`src/rtl/vred_accum_if.sv`:
```
// Handshake bundle between the reduction-tree leaf, the multi-beat accumulator and writeback.
// VRED_ACCUM_MASK_EN adds the per-beat in_mask signal.
interface vred_accum_if #(
    parameter int DATA_WIDTH  = 32,
    parameter int OPSEL_WIDTH = 2,
    parameter int CNT_WIDTH   = 8
);
    logic                   in_valid;
    logic                   in_ready;
    logic [DATA_WIDTH-1:0]  in_data;
    logic [DATA_WIDTH-1:0]  in_seed;
    logic [OPSEL_WIDTH-1:0] in_opSel;
    logic                   in_start;
    logic                   in_last;
`ifdef VRED_ACCUM_MASK_EN
    logic                   in_mask;
`endif
    logic                   out_valid;
    logic                   out_ready;
    logic [DATA_WIDTH-1:0]  out_data;
    logic [CNT_WIDTH-1:0]   out_count;
    logic                   out_err;

`ifdef VRED_ACCUM_MASK_EN
    modport master (
        output in_valid, in_data, in_seed, in_opSel, in_start, in_last, in_mask, out_ready,
        input  in_ready, out_valid, out_data, out_count, out_err
    );
    modport slave (
        input  in_valid, in_data, in_seed, in_opSel, in_start, in_last, in_mask, out_ready,
        output in_ready, out_valid, out_data, out_count, out_err
    );
`else
    modport master (
        output in_valid, in_data, in_seed, in_opSel, in_start, in_last, out_ready,
        input  in_ready, out_valid, out_data, out_count, out_err
    );
    modport slave (
        input  in_valid, in_data, in_seed, in_opSel, in_start, in_last, out_ready,
        output in_ready, out_valid, out_data, out_count, out_err
    );
`endif
endinterface

```
`src/rtl/vred_andorxor_accum.sv`:
```
// Folds per-beat AND/OR/XOR partial results into one scalar seeded with vs1[0].
// Optional feature: VRED_ACCUM_MASK_EN adds in_mask to skip masked beats.
module vred_andorxor_accum #(
    parameter int DATA_WIDTH  = 32,
    parameter int OPSEL_WIDTH = 2,
    parameter int CNT_WIDTH   = 8
) (
    input logic          clk,
    input logic          rst,
    vred_accum_if.slave  bus
);
    localparam logic [1:0] ST_IDLE = 2'd0;
    localparam logic [1:0] ST_ACC  = 2'd1;
    localparam logic [1:0] ST_DONE = 2'd2;

    localparam logic [OPSEL_WIDTH-1:0] OP_AND = OPSEL_WIDTH'(1);
    localparam logic [OPSEL_WIDTH-1:0] OP_OR  = OPSEL_WIDTH'(2);
    localparam logic [OPSEL_WIDTH-1:0] OP_XOR = OPSEL_WIDTH'(3);

    logic [1:0]             state;
    logic [DATA_WIDTH-1:0]  acc;
    logic [OPSEL_WIDTH-1:0] op_sel;
    logic [CNT_WIDTH-1:0]   count;
    logic                   err;

    logic                   accept;
    logic                   beat_on;
    logic [OPSEL_WIDTH-1:0] fold_sel;
    logic [DATA_WIDTH-1:0]  fold_a;
    logic [DATA_WIDTH-1:0]  fold_val;
    logic [CNT_WIDTH-1:0]   count_inc;

    function automatic logic [DATA_WIDTH-1:0] apply_op(
        input logic [OPSEL_WIDTH-1:0] sel,
        input logic [DATA_WIDTH-1:0]  a,
        input logic [DATA_WIDTH-1:0]  b
    );
        case (sel)
            OP_AND:  return a & b;
            OP_OR:   return a | b;
            OP_XOR:  return a ^ b;
            default: return '0;
        endcase
    endfunction

`ifdef VRED_ACCUM_MASK_EN
    assign beat_on = bus.in_mask;
`else
    assign beat_on = 1'b1;
`endif

    // Ready is held low for the whole reset window, not just after the first edge.
    assign bus.in_ready = !rst && (state != ST_DONE);
    assign accept       = bus.in_valid && bus.in_ready;

    // A start beat folds against the seed with the incoming op; later beats use the latched op.
    always_comb begin
        // NOTE: every always_comb output gets a default first so no path can infer a latch.
        fold_sel = op_sel;
        fold_a   = acc;
        if (state == ST_IDLE) begin
            fold_sel = bus.in_opSel;
            fold_a   = bus.in_seed;
        end
        fold_val  = apply_op(fold_sel, fold_a, bus.in_data);
        count_inc = (count == {CNT_WIDTH{1'b1}}) ? count : count + 1'b1;
    end

    always_ff @(posedge clk or posedge rst) begin
        if (rst) begin
            // NOTE: the datapath is a handful of flops, not a memory, so it is safe and cheap to reset all of it.
            state  <= ST_IDLE;
            acc    <= '0;
            op_sel <= '0;
            count  <= '0;
            err    <= 1'b0;
        end else begin
            // NOTE: state updates use non-blocking assignments so every flop samples pre-edge values.
            case (state)
                ST_IDLE: begin
                    if (accept) begin
                        if (bus.in_start) begin
                            op_sel <= bus.in_opSel;
                            acc    <= beat_on ? fold_val : bus.in_seed;
                            count  <= beat_on ? CNT_WIDTH'(1) : '0;
                            state  <= bus.in_last ? ST_DONE : ST_ACC;
                        end else begin
                            err <= 1'b1;
                        end
                    end
                end
                ST_ACC: begin
                    if (accept) begin
                        if (beat_on) begin
                            acc   <= fold_val;
                            count <= count_inc;
                        end
                        // A stray start mid-reduction is flagged but folded in as a plain beat.
                        if (bus.in_start) err   <= 1'b1;
                        if (bus.in_last)  state <= ST_DONE;
                    end
                end
                ST_DONE: begin
                    if (bus.out_ready) state <= ST_IDLE;
                end
                default: state <= ST_IDLE;
            endcase
        end
    end

    assign bus.out_valid = (state == ST_DONE);
    assign bus.out_data  = acc;
    assign bus.out_count = count;
    assign bus.out_err   = err;
endmodule

```
`src/flat_wrapper.sv`:
```
// flat-port wrapper written by rule: the top's interface ports become plain ports
module vred_andorxor_accum_flat 
#(
    parameter int DATA_WIDTH  = 32,
    parameter int OPSEL_WIDTH = 2,
    parameter int CNT_WIDTH   = 8
)
  (clk, rst, bus_in_valid, bus_in_data, bus_in_seed, bus_in_opSel, bus_in_start, bus_in_last, bus_out_ready, bus_in_ready, bus_out_valid, bus_out_data, bus_out_count, bus_out_err);
  vred_accum_if #(.DATA_WIDTH(DATA_WIDTH), .OPSEL_WIDTH(OPSEL_WIDTH), .CNT_WIDTH(CNT_WIDTH)) bus_i ();
  input logic clk;
  input logic rst;
  input wire logic [$bits(bus_i.in_valid)-1:0] bus_in_valid;
  input wire logic [$bits(bus_i.in_data)-1:0] bus_in_data;
  input wire logic [$bits(bus_i.in_seed)-1:0] bus_in_seed;
  input wire logic [$bits(bus_i.in_opSel)-1:0] bus_in_opSel;
  input wire logic [$bits(bus_i.in_start)-1:0] bus_in_start;
  input wire logic [$bits(bus_i.in_last)-1:0] bus_in_last;
  input wire logic [$bits(bus_i.out_ready)-1:0] bus_out_ready;
  output wire logic [$bits(bus_i.in_ready)-1:0] bus_in_ready;
  output wire logic [$bits(bus_i.out_valid)-1:0] bus_out_valid;
  output wire logic [$bits(bus_i.out_data)-1:0] bus_out_data;
  output wire logic [$bits(bus_i.out_count)-1:0] bus_out_count;
  output wire logic [$bits(bus_i.out_err)-1:0] bus_out_err;
  assign bus_i.in_valid = bus_in_valid;
  assign bus_i.in_data = bus_in_data;
  assign bus_i.in_seed = bus_in_seed;
  assign bus_i.in_opSel = bus_in_opSel;
  assign bus_i.in_start = bus_in_start;
  assign bus_i.in_last = bus_in_last;
  assign bus_i.out_ready = bus_out_ready;
  assign bus_in_ready = bus_i.in_ready;
  assign bus_out_valid = bus_i.out_valid;
  assign bus_out_data = bus_i.out_data;
  assign bus_out_count = bus_i.out_count;
  assign bus_out_err = bus_i.out_err;
  vred_andorxor_accum #(.DATA_WIDTH(DATA_WIDTH), .OPSEL_WIDTH(OPSEL_WIDTH), .CNT_WIDTH(CNT_WIDTH)) u_core (.clk(clk), .rst(rst), .bus(bus_i));
endmodule
```
`config.mk`:
```
export PLATFORM = sky130hd
export DESIGN_NAME = vred_andorxor_accum_flat
export DESIGN_NICKNAME = d
export VERILOG_FILES = /design/src/rtl/vred_accum_if.sv /design/src/rtl/vred_andorxor_accum.sv /design/src/flat_wrapper.sv
export SDC_FILE = /design/constraint.sdc
export NUM_CORES = 1
export LEC_CHECK = 0
export ABC_CLOCK_PERIOD_IN_PS = 2100
export BUFFER_PORTS_ARGS = -buffer_cell sky130_fd_sc_hd__buf_2
export CORE_MARGIN = 5
export CORE_UTILIZATION = 48
export DETAILED_ROUTE_END_ITERATION = 10
export GPL_ROUTABILITY_DRIVEN = 0
export PLACE_DENSITY = 0.89
export SLEW_MARGIN = 20
export SYNTH_ARGS = -nofsm -noshare
export SYNTH_HDL_FRONTEND = slang
export SYNTH_SLANG_ARGS = --single-unit
```
`constraint.sdc`:
```
create_clock -name clk -period 2.1 [get_ports clk]
set_clock_uncertainty 0.1 [all_clocks]
set_input_delay 0.315 -clock clk [delete_from_list [all_inputs] [get_ports clk]]
set_output_delay 0.315 -clock clk [all_outputs]
set_load 0.005 [all_outputs]
```
==> out/summary.md <==
Yosys
• 3820 sq um — summed instance area of the synthesized netlist
• 45 — synthesized flop and latch total
• 0.294 — part of the Yosys area used for sequential elements
• 0.0654 — area share of and/or/nand/nor cells after synthesis
• 529 — net count after synthesis
• 0 — number of synthesis warnings
• 0.213 — fraction of the mapped netlist area in adder cells
• 0.00229 — share of the synthesized netlist area taken by xor and xnor gates
• 1.00 — fraction of synthesis flops using an asynchronous set or reset pin
• 0.108 — mux share of post-synthesis cell area
• 49 — Unique masters post-synth
• 0 — number of synthesized flops with an enable pin
• compound AO/OA/AOI/OAI gates — dominant combinational cell family by area after synthesis
• sky130_fd_sc_hd__dfrtp_1 — most instantiated flip-flop cell in the synthesis netlist
• 0.220 — compound-gate portion of the synthesized area
• 9.76 sq um — syn_area_per_cell
• 392 — Post-Synthesis Cells

Timing
• 0.954 — final critical-path share of the clock period
• 664 ps — Worst Tran Pin Value
• 2000 ps — Final min period
• 499 MHz — highest attainable clock frequency
• 0 — total of endpoints with negative setup slack in the final report
• 128 ps — worst hold-check slack
• 0 — Max Transition Viols Final
• 0 ps — Total Neg Setup Slack
• 0.556 — worst relative slew slack
• 0 — number of hold violations in the final report
• false — setup repair after global routing missed its margin

Clock network
• 2 — htree depth
• 300 ps — clock latency on the worst-skew pair
• sky130_fd_sc_hd__clkbuf_8 — CTS root buffer
• 5 — clock buffers created by TritonCTS
• 2 — Clock Path Buffers
• built — CTS tree
• 90 ps — clock transition at the register clock pins on the worst setup and hold paths after CTS
• 45 — number of clock sinks

Global route
• 0 — number of antenna violations at the first check in global routing
• 0.203 — global router's overall resource usage
• 16600 microns — global-route wire length before repair
• 31 — largest net degree at the start of global routing
• 0 — sum of overflow across all layers after global routing
• 3630 — vias in the first global route

Cells and area
• sky130_fd_sc_hd__buf_2 — leading cell type in the layout, fill and taps excluded
• 0.368 — ratio of cells with drive above 1 in the final layout
• 0 — n_diodes
• 25.9% — post-synthesis to final-layout area growth
• sky130_fd_sc_hd__buf_2 (114), sky130_fd_sc_hd__ha_1 (65), sky130_fd_sc_hd__inv_1 (58), sky130_fd_sc_hd__dfrtp_1 (43), sky130_fd_sc_hd__o21ai_1 (35) — most frequent cells in the layout
• 650 — post-layout net count

Worst setup path
• register — sort of element at the start of the critical path
• register — type of destination of the critical path
• 2120 ps — arrival time at the worst endpoint
• 2220 ps — critical path data required time
• reg -> reg — worst setup path class
• 15 — largest fanout on the critical path

Run
• 0 — maximum capacitance violations

Floorplanning
• 7730 sq um — core outline area
• 32 — standard-cell rows
• 0.495 — starting density of the core
• 99.3 microns — die outline height
• 9850 sq um — total die area
• 115 — number of ports placed on the die boundary
• 99.3 microns — overall die width

Min path
• in -> reg — type of the tightest min-delay check

Detailed routing
• 119 — Initial DRC Count
• 0 — final routed DRC violation total
• 3460 — number of vias in the routed layout
• 5.62 — mean number of vias per cell
• 0 — Antenna Violating Nets Remaining
• 16.5 microns — Routed WL per cell
• 10100 microns — wirelength, routed
• 4 — DR pass1 iterations

Pwr
• 2.59 nW — Leak Pwr
• 867 nW/um^2 — Power per Cell Area
• 453 uV — maximum vdd ir drop

Place
• 114 — number of port buffers
• 7800 microns — placed wire-length estimate

Outcome
• finished clean — result of the run

report_power, final:
group / switching, mW / total (mW) / internal (mW)
Combinational: 1.02 / 2.13 / 1.11
Sequential: 0.316 / 1.49 / 1.18
Clock: 0.316 / 0.553 / 0.237
area by class of cell:
type | count | area [sq um]
fill | 640 | 2910
tap | 102 | 128
timing repair buffer | 136 | 831
clock buffer | 5 | 68.8
multi-input combinational | 257 | 2380
clock inverter | 3 | 21.3
sequential | 45 | 1130
inverter | 68 | 255
flip-flops by register name (all words and copies together), names as in the netlist:
name / count
u_core.bus.out_count: 8
u_core.bus.out_data: 32
u_core.op_sel: 2
u_core.bus.out_err: 1
u_core.state: 2
layer usage:
| layer | vias to the layer above | GRT usage | part of all wire |
|---|---|---|---|
| li1 | 1631 | - | - |
| met5 | - | 0 | 0 |
| met2 | 112 | 0.371 | 0.53 |
| met4 | 0 | 0.0725 | 0.023 |
| met3 | 20 | 0.0393 | 0.056 |
| met1 | 1697 | 0.234 | 0.39 |
cell families after synthesis:
family                   Yosys count
AO/OA/AOI/OAI                    114
XOR/XNOR                           1
adder cells (fa/ha/maj)           65
buffers and inverters             90
flip-flops                        45
multiplexers                      37
AND/OR/NAND/NOR                   40
stage by stage:
stage	util	worst slack, ps	instance area (sq um)	power (mW)	std cells
3_5_place_dp	0.603	35.2	4660	3.60	604
5_1_grt	0.623	1.08	4820	4.52	616
4_1_cts	0.616	35.7	4760	4.17	613
2_1_floorplan	-	41.4	3820	2.72	392
6_report	0.623	97.2	4820	4.17	616
3_3_place_gp	0.603	150	4660	3.43	604
worst max-delay path, stage by stage (launching register included):
cell and delay (ps):
sky130_fd_sc_hd__dfrtp_2 470, sky130_fd_sc_hd__buf_4 160, sky130_fd_sc_hd__or4b_1 550, sky130_fd_sc_hd__o31ai_4 110
sky130_fd_sc_hd__buf_4 270, sky130_fd_sc_hd__a2bb2oi_1 100, sky130_fd_sc_hd__o21ai_1 160
final timing paths:
kind	startpoint	endpoint	slack, ps	cells past startpoint
max in group asynchronous	rst	u_core.state[0]$_DFFE_PP0P_	900	4
worst max-delay path	u_core.state[0]$_DFFE_PP0P_	u_core.bus.out_data[28]$_DFFE_PP0P_	100	6
worst max register to register	u_core.state[0]$_DFFE_PP0P_	u_core.bus.out_data[28]$_DFFE_PP0P_	100	6
worst min-delay path	bus_in_last	u_core.state[0]$_DFFE_PP0P_	130	2
min in group asynchronous	rst	u_core.bus.out_data[24]$_DFFE_PP0P_	490	3
worst min register to register	u_core.bus.out_err$_DFFE_PP0P_	u_core.bus.out_err$_DFFE_PP0P_	370	2
what timing repair did:
action                                 CTS  global route
gates resized for setup                  0             4
buffers inserted                         0             2
setup endpoints to repair                0            22
endpoints found under the hold margin   15             0
hold buffers                             1             0
synthesized netlist by cell type (all sizes together), types with 2 or more instances:
master	instances	area, sq um
inv	68	255
ha	65	813
dfrtp	45	1130
o21ai	35	175
mux2	34	383
a22oi	32	240
a2bb2oi	32	280
buf	14	86.3
clkbuf	8	30.0
nand2	8	30.0
nand2b	4	25.0
nand3	4	20.0
nor2	4	15.0
mux2i	3	30.0
nor2b	3	18.8
nor4	3	31.3
o31ai	3	27.5
a211oi	2	20.0
or2	2	12.5
Note: power is estimated with default switching activity, not from simulation.
